`src/rtl/park_gate_arbiter.sv`:
```
// Shared entrance/exit barrier arbiter for a car park with occupancy tracking.
// Latency: a request eligible at edge n is granted in cycle n+1; the barrier is raised from n+2.
// Backpressure: requests are level-held until granted; ineligible or mid-sequence requests are simply not served.
module park_gate_arbiter #(
    parameter int CAPACITY       = 8,
    parameter int CLOSE_CYCLES   = 4,
    parameter int TIMEOUT_CYCLES = 16
) (
    input  logic       clk,
    input  logic       reset_n,
    input  logic       entry_req,
    input  logic       exit_req,
    input  logic       pass_done,
    output logic       entry_gnt,
    output logic       exit_gnt,
    output logic       gate_open,
    output logic [3:0] occupancy,
    output logic       lot_full,
    output logic       fault
);

    // Timeout counter only needs to reach TIMEOUT_CYCLES-1, close counter CLOSE_CYCLES-1.
    localparam int TW = (TIMEOUT_CYCLES > 1) ? $clog2(TIMEOUT_CYCLES) : 1;
    localparam int CW = (CLOSE_CYCLES > 1) ? $clog2(CLOSE_CYCLES) : 1;

    typedef enum logic [1:0] {
        IDLE  = 2'd0,
        GRANT = 2'd1,
        OPEN  = 2'd2,
        CLOSE = 2'd3
    } state_t;

    state_t        state;
    logic          lane_exit;   // lane latched for the sequence in flight
    logic          last_exit;   // lane served most recently, for round-robin
    logic [TW-1:0] open_cnt;
    logic [CW-1:0] close_cnt;
    logic [3:0]    occ;
    logic          fault_r;

    logic entry_ok;
    logic exit_ok;
    logic pick_exit;

    // Lane eligibility and round-robin pick; only consumed while in IDLE.
    always_comb begin
        entry_ok  = entry_req && !lot_full;
        exit_ok   = exit_req && (occ != 4'd0);
        pick_exit = exit_ok && (!entry_ok || !last_exit);
    end

    // Gate sequencing FSM together with the occupancy and fault bookkeeping.
    always_ff @(posedge clk or negedge reset_n) begin
        if (!reset_n) begin
            state     <= IDLE;
            lane_exit <= 1'b0;
            last_exit <= 1'b1;
            open_cnt  <= '0;
            close_cnt <= '0;
            occ       <= 4'd0;
            fault_r   <= 1'b0;
        end else begin
            case (state)
                IDLE: begin
                    if (entry_ok || exit_ok) begin
                        state     <= GRANT;
                        lane_exit <= pick_exit;
                        last_exit <= pick_exit;
                    end
                end
                GRANT: begin
                    state    <= OPEN;
                    open_cnt <= '0;
                end
                OPEN: begin
                    // A completed pass takes priority over a coincident timeout.
                    if (pass_done) begin
                        state     <= CLOSE;
                        close_cnt <= '0;
                        occ       <= lane_exit ? occ - 4'd1 : occ + 4'd1;
                    end else if (open_cnt == TW'(TIMEOUT_CYCLES - 1)) begin
                        state     <= CLOSE;
                        close_cnt <= '0;
                        fault_r   <= 1'b1;
                    end else begin
                        open_cnt <= open_cnt + 1'b1;
                    end
                end
                CLOSE: begin
                    if (close_cnt == CW'(CLOSE_CYCLES - 1)) begin
                        state <= IDLE;
                    end else begin
                        close_cnt <= close_cnt + 1'b1;
                    end
                end
                default: state <= IDLE;
            endcase
        end
    end

    // Outputs come only from registered state, never straight from inputs.
    always_comb begin
        entry_gnt = (state == GRANT) && !lane_exit;
        exit_gnt  = (state == GRANT) && lane_exit;
        gate_open = (state == OPEN);
        occupancy = occ;
        lot_full  = (occ == 4'(CAPACITY));
        fault     = fault_r;
    end

endmodule
```
`config.mk`:
```
export PLATFORM = sky130hd
export DESIGN_NAME = park_gate_arbiter
export DESIGN_NICKNAME = d
export VERILOG_FILES = /design/src/rtl/park_gate_arbiter.sv
export SDC_FILE = /design/constraint.sdc
export NUM_CORES = 1
export LEC_CHECK = 0
export CORE_ASPECT_RATIO = 0.7
export CORE_MARGIN = 2
export CORE_UTILIZATION = 42
export DETAILED_ROUTE_END_ITERATION = 12
export SLEW_MARGIN = 10
export SYNTH_ARGS = -nofsm -noshare
export SYNTH_HDL_FRONTEND = slang
export SYNTH_SLANG_ARGS = --single-unit
```
`constraint.sdc`:
```
create_clock -name clk -period 3.4 [get_ports clk]
set_input_delay 0.34 -clock clk [delete_from_list [all_inputs] [get_ports clk]]
set_output_delay 0.34 -clock clk [all_outputs]
set_load 0.02 [all_outputs]
```
==> results of run 1 <==
[cell usage in the layout (no fill, tap or decap), types with 2 or more instances in the layout]
master           Yosys  final
ha_1                 8      8
mux2i_1              3      3
xor2_1               2      2
and3_1               3      3
a21oi_1              5      5
inv_1                5      5
nand2b_1             2      2
clkbuf_4             0      3
nor2b_1              4      4
o21ai_0              3      3
nand2_1              7      7
dfrtp_1             14     14
clkdlybuf4s50_1      0     13
nor3_1               5      5
nor2_1               3      3
a22o_1               3      3
o21ai_1              3      3
nand3_1              9      9
[layer usage]
layer	track usage	part of all wire	vias to the layer above	wire length (um)
met4	0.0444	0.010	0	18
li1	-	-	363	-
met3	0.0579	0.040	2	72
met2	0.257	0.41	13	742
met1	0.243	0.54	341	965
met5	0	0	-	0
[final cells by class]
class,count,area [um^2]
Tap cell,24,30.0
Multi-Input combinational cell,72,504
Clock inverter,1,5.00
Timing Repair Buffer,13,130
Inverter,6,22.5
Fill cell,206,1010
Sequential cell,15,377
Clock buffer,3,22.5
[logic make-up (layout without fill, tap and decap cells)]
family	count (synthesis)	after routing
buffers and inverters	7	23
adder cells (fa/ha/maj)	9	9
multiplexers	5	5
flip-flops	15	15
XOR/XNOR	3	3
AND/OR/NAND/NOR	36	36
AO/OA/AOI/OAI	19	19
[state kept, by name, summed over array words and instances, names as in the netlist]
signal	cells
lane_exit	1
fault	1
open_cnt	4
last_exit	1
state	2
close_cnt	2
occupancy	4
[how the worst min path moves through the flow]
stage	start	endpoint	cells after the start
5_1_grt	last_exit	last_exit	1
3_5_place_dp	fault	fault	1
3_3_place_gp	fault	fault	1
2_1_floorplan	reset_n	close_cnt[0]	0
4_1_cts	reset_n	fault	1
6_report	reset_n	occupancy[0]	1
[worst max-delay path: stages (launching register included)]
cell	delay, ns
dfrtp_1	0.43
nor3_1	0.36
nand2_1	0.14
inv_1	0.07
clkdlybuf4s50_1	0.59
[stage by stage]
step | cell area, um^2 | instances
finish | 1090 | 134
global route | 1090 | 134
CTS | 1090 | 134
detailed placement | 1060 | 130
global placement | 1060 | 130
floorplan | 911 | 94
[power breakdown]
| group | internal, mW | leakage (nW) | switching, mW |
|---|---|---|---|
| clock network | 0.0437 | 0.0177 | 0.0588 |
| registers | 0.257 | 0.188 | 0.0842 |
| logic | 0.274 | 0.318 | 0.301 |
| total | 0.575 | 0.523 | 0.444 |
==> metrics.yaml, run 1 <==
irDropWorstVdd_mv: 0.392
finalHoldViolCount: 0
cp.arrival_ns: 1.89
nNetsFinal: 125
io_pins: 14
antenna_found_initial: 0
num_vias: 719
vias_per_cell: 5.37
hold_buffers: 0
ys_seq_elements: 15
die-width_um: 59.7
final_util: 0.519
area_growth_pct: 19.8
rrSetupSlack_ns: 1.53
startpoint: "occupancy[1]"
rows: 14
place.gp.congestion: 0.788
cts_tree: "done"
synth_nets: 108
clock_skew_ns: 0.0102
synth_fa_ha_area_frac: 0.132
synthFlopType: "dfrtp_1"
synth-edff-count: 0
hold_slack_ns: 0.465
reg2reg_to: "occupancy[3]"
avgSynthCellArea_um2: 9.69
critical_path_class: "reg2out"
grt_max_degree: 16
cts-resized-gates: 0
power_mw: 1.02
synth_top_family_by_area: "simple AND/OR/NAND/NOR gates"
initial_core_util: 0.433
status: "complete, no violations"
power.density_nw_per_um2: 934
grt_use_total: 0.174
max_slew_margin: 0.532
ys_seq_area_frac: 0.413
max_freq_mhz: 449
synthSimpleGateAreaFrac: 0.202
cts_sinks: 15
synthTopCellsByCount: "dfrtp_1, nand3_1, ha_1"
core_um2: 2100
maxCapViolations: 0
place_worst_setup_slack_ns: 1.51
period_needed_ns: 2.23
cts_setup_buffers: 0
synth_top_area_frac: 0.385
ant_nets: 0
setup-violations-final: 0
reg2reg_depth: 5
overflow: 0
synth_cell_type_count: 31
synthMuxAreaShare: 0.0577
drt_iter0_drc: 38
cp.required_ns: 3.06
path_max_fanout: 5
cts_buffers: 3
place_hpwl_um: 1350
synthXorXnorAreaFrac: 0.0288
fin_crit_sh: 0.656
leakage_nw: 0.523
yosysMostFrequentCell: "dfrtp_1"
diodes: 0
drc: 0
start_kind: "flop"
synthCells: 94
setup.worst_path.end: "lot_full"
tightest_slew_ns: 0.699
wirelength_um: 1800
layout-drive-gt1-share: 0.0636
synth_warnings: 0
synth_compound_area_frac: 0.133
end_kind: "output port"
reg2reg_from: "state[0]"
synth_async_sr_flop_share: 1.00
first_pass_iters: 2
mappedNetlistArea_um2: 911
synth.top_cells.by_area: "dfrtp_1, ha_1, nand3_1"
wl_per_cell_um: 13.4
clkTransAtPathRegs_ns: 0.10
hp-class: "in2async"
cts-root-buf: "clkbuf_4"
dieHeight_um: 43.0
synth_area_leader_cell: "dfrtp_1"
grt_setup_unrepaired: "no"
h-tree-depth: 1
finalSetupTns_ns: 0
die_area_um2: 2560
grt_pass1_vias: 741
fin_ws_ns: 1.17
clockBufferDepth: 2
slew_violations: 0
port_buffers: 13
clock_latency_ns: 0.29
grt_pass1_wl_um: 3350
No activity file was read; power rests on OpenSTA's default activity.
==> run 2, diff against run 1 <==
- PLACE_DENSITY: not set -> 0.67
- clock period: 3.4 -> 1.92 ns (I/O delays scaled with it)
==> metrics.yaml, run 2 (synthesis gave the netlist of run 1 again) <==
status: "complete, no violations"
place.gp.congestion: 0.788
leakage_nw: 0.547
cp.required_ns: 2.09
cts-root-buf: "clkbuf_4"
place_hpwl_um: 1400
slew_violations: 0
grt_setup_unrepaired: "no"
setup-violations-final: 0
area_growth_pct: 21.3
io_pins: 14
cts_sinks: 15
max_freq_mhz: 588
grt_pass1_wl_um: 3110
first_pass_iters: 4
cts_tree: "done"
h-tree-depth: 1
fin_ws_ns: 0.219
place_worst_setup_slack_ns: 0.186
finalSetupTns_ns: 0
port_buffers: 13
initial_core_util: 0.433
max_slew_margin: 0.532
num_vias: 723
end_kind: "flop"
cp.arrival_ns: 1.87
drt_iter0_drc: 53
antenna_found_initial: 0
drc: 0
nNetsFinal: 127
rows: 14
critical_path_class: "reg2reg"
finalHoldViolCount: 0
final_cell_mix: "dfrtp_1, nand3_1, clkdlybuf4s50_1"
tightest_slew_ns: 0.699
grt_use_total: 0.167
hp-class: "in2async"
overflow: 0
fin_area_um2: 1100
period_needed_ns: 1.70
core_um2: 2100
die-width_um: 59.7
path_max_fanout: 7
power_mw: 1.84
maxCapViolations: 0
irDropWorstVdd_mv: 0.763
wirelength_um: 1860
grt_max_degree: 16
clkTransAtPathRegs_ns: 0.09
clock_latency_ns: 0.28
layout_commonest_cell: "dfrtp_1"
fin_crit_sh: 0.886
cts_buffers: 3
dieHeight_um: 43.0
diodes: 0
power.density_nw_per_um2: 1660
dp.cells: 132
clockBufferDepth: 2
wl_per_cell_um: 13.7
clock_skew_ns: 0.00166
start_kind: "flop"
layout-drive-gt1-share: 0.0804
stdcell_count: 136
dpl_cell_area_um2: 1080
vias_per_cell: 5.32
die_area_um2: 2560
grt_pass1_vias: 680
ant_nets: 0
[run 2: changes by cell type in the layout (fill, tap and decap cells not counted)]
cell	before	now
clkdlybuf4s50_1	13	9
dlygate4sd2_1	0	4
buf_4	0	2
clkbuf_1	0	1
clkinv_2	1	0
nor3_1	5	4
nor3_2	0	1
[run 2: final cells by class]
cell class              instances  area [um^2]
repair buffers                 15          140
fillers                       190          997
flip-flops and latches         15          377
inverters                       6         22.5
well taps                      24         30.0
multi-input cells              72          509
clock buffers                   4         26.3
[run 2: what timing repair did]
action                                  CTS  global route
endpoints found under the hold margin     0             0
endpoints found under the setup margin    4             0
hold buffers                              0             0
setup buffers                             0             0
gates resized for setup                   5             0
[run 2: path summary, 6_finish.rpt]
| path | startpoint | end | slack, ns | cells after the start |
|---|---|---|---|---|
| setup / recovery | state[0] | state[1] | 0.22 | 6 |
| hold / removal | reset_n | occupancy[2] | 0.32 | 1 |
| setup reg to reg | state[0] | state[1] | 0.22 | 6 |
| hold reg to reg | fault | fault | 0.47 | 1 |
| max in group asynchronous | reset_n | state[0] | 1.15 | 1 |
| min in group clk | fault | fault | 0.47 | 1 |
[run 2: per-stage QoR]
step,util,hold WS (ns)
detailed placement,0.513,0.458
global placement,0.513,0.455
floorplan,-,-0.104
global route,0.526,0.357
finish,0.526,0.323
CTS,0.526,0.341
[run 2: layer usage]
metal / global-route usage / routed length, um
met5: 0 / 0
met1: 0.250 / 1030
met3: 0.0549 / 60
met4: 0.0533 / 18
met2: 0.222 / 754
[run 2: report_power, final]
| group | total (mW) | internal, mW | switching, mW |
|---|---|---|---|
| combinational | 1.04 | 0.486 | 0.558 |
| clock | 0.182 | 0.0806 | 0.101 |
| sequential | 0.614 | 0.456 | 0.158 |
[run 2: critical path: stages (launching register included)]
cell     delay (ns)
dfrtp_1        0.41
inv_1          0.11
ha_1           0.30
and2b_1        0.21
nand2_2        0.11
nand3_1        0.12
mux2_1         0.32
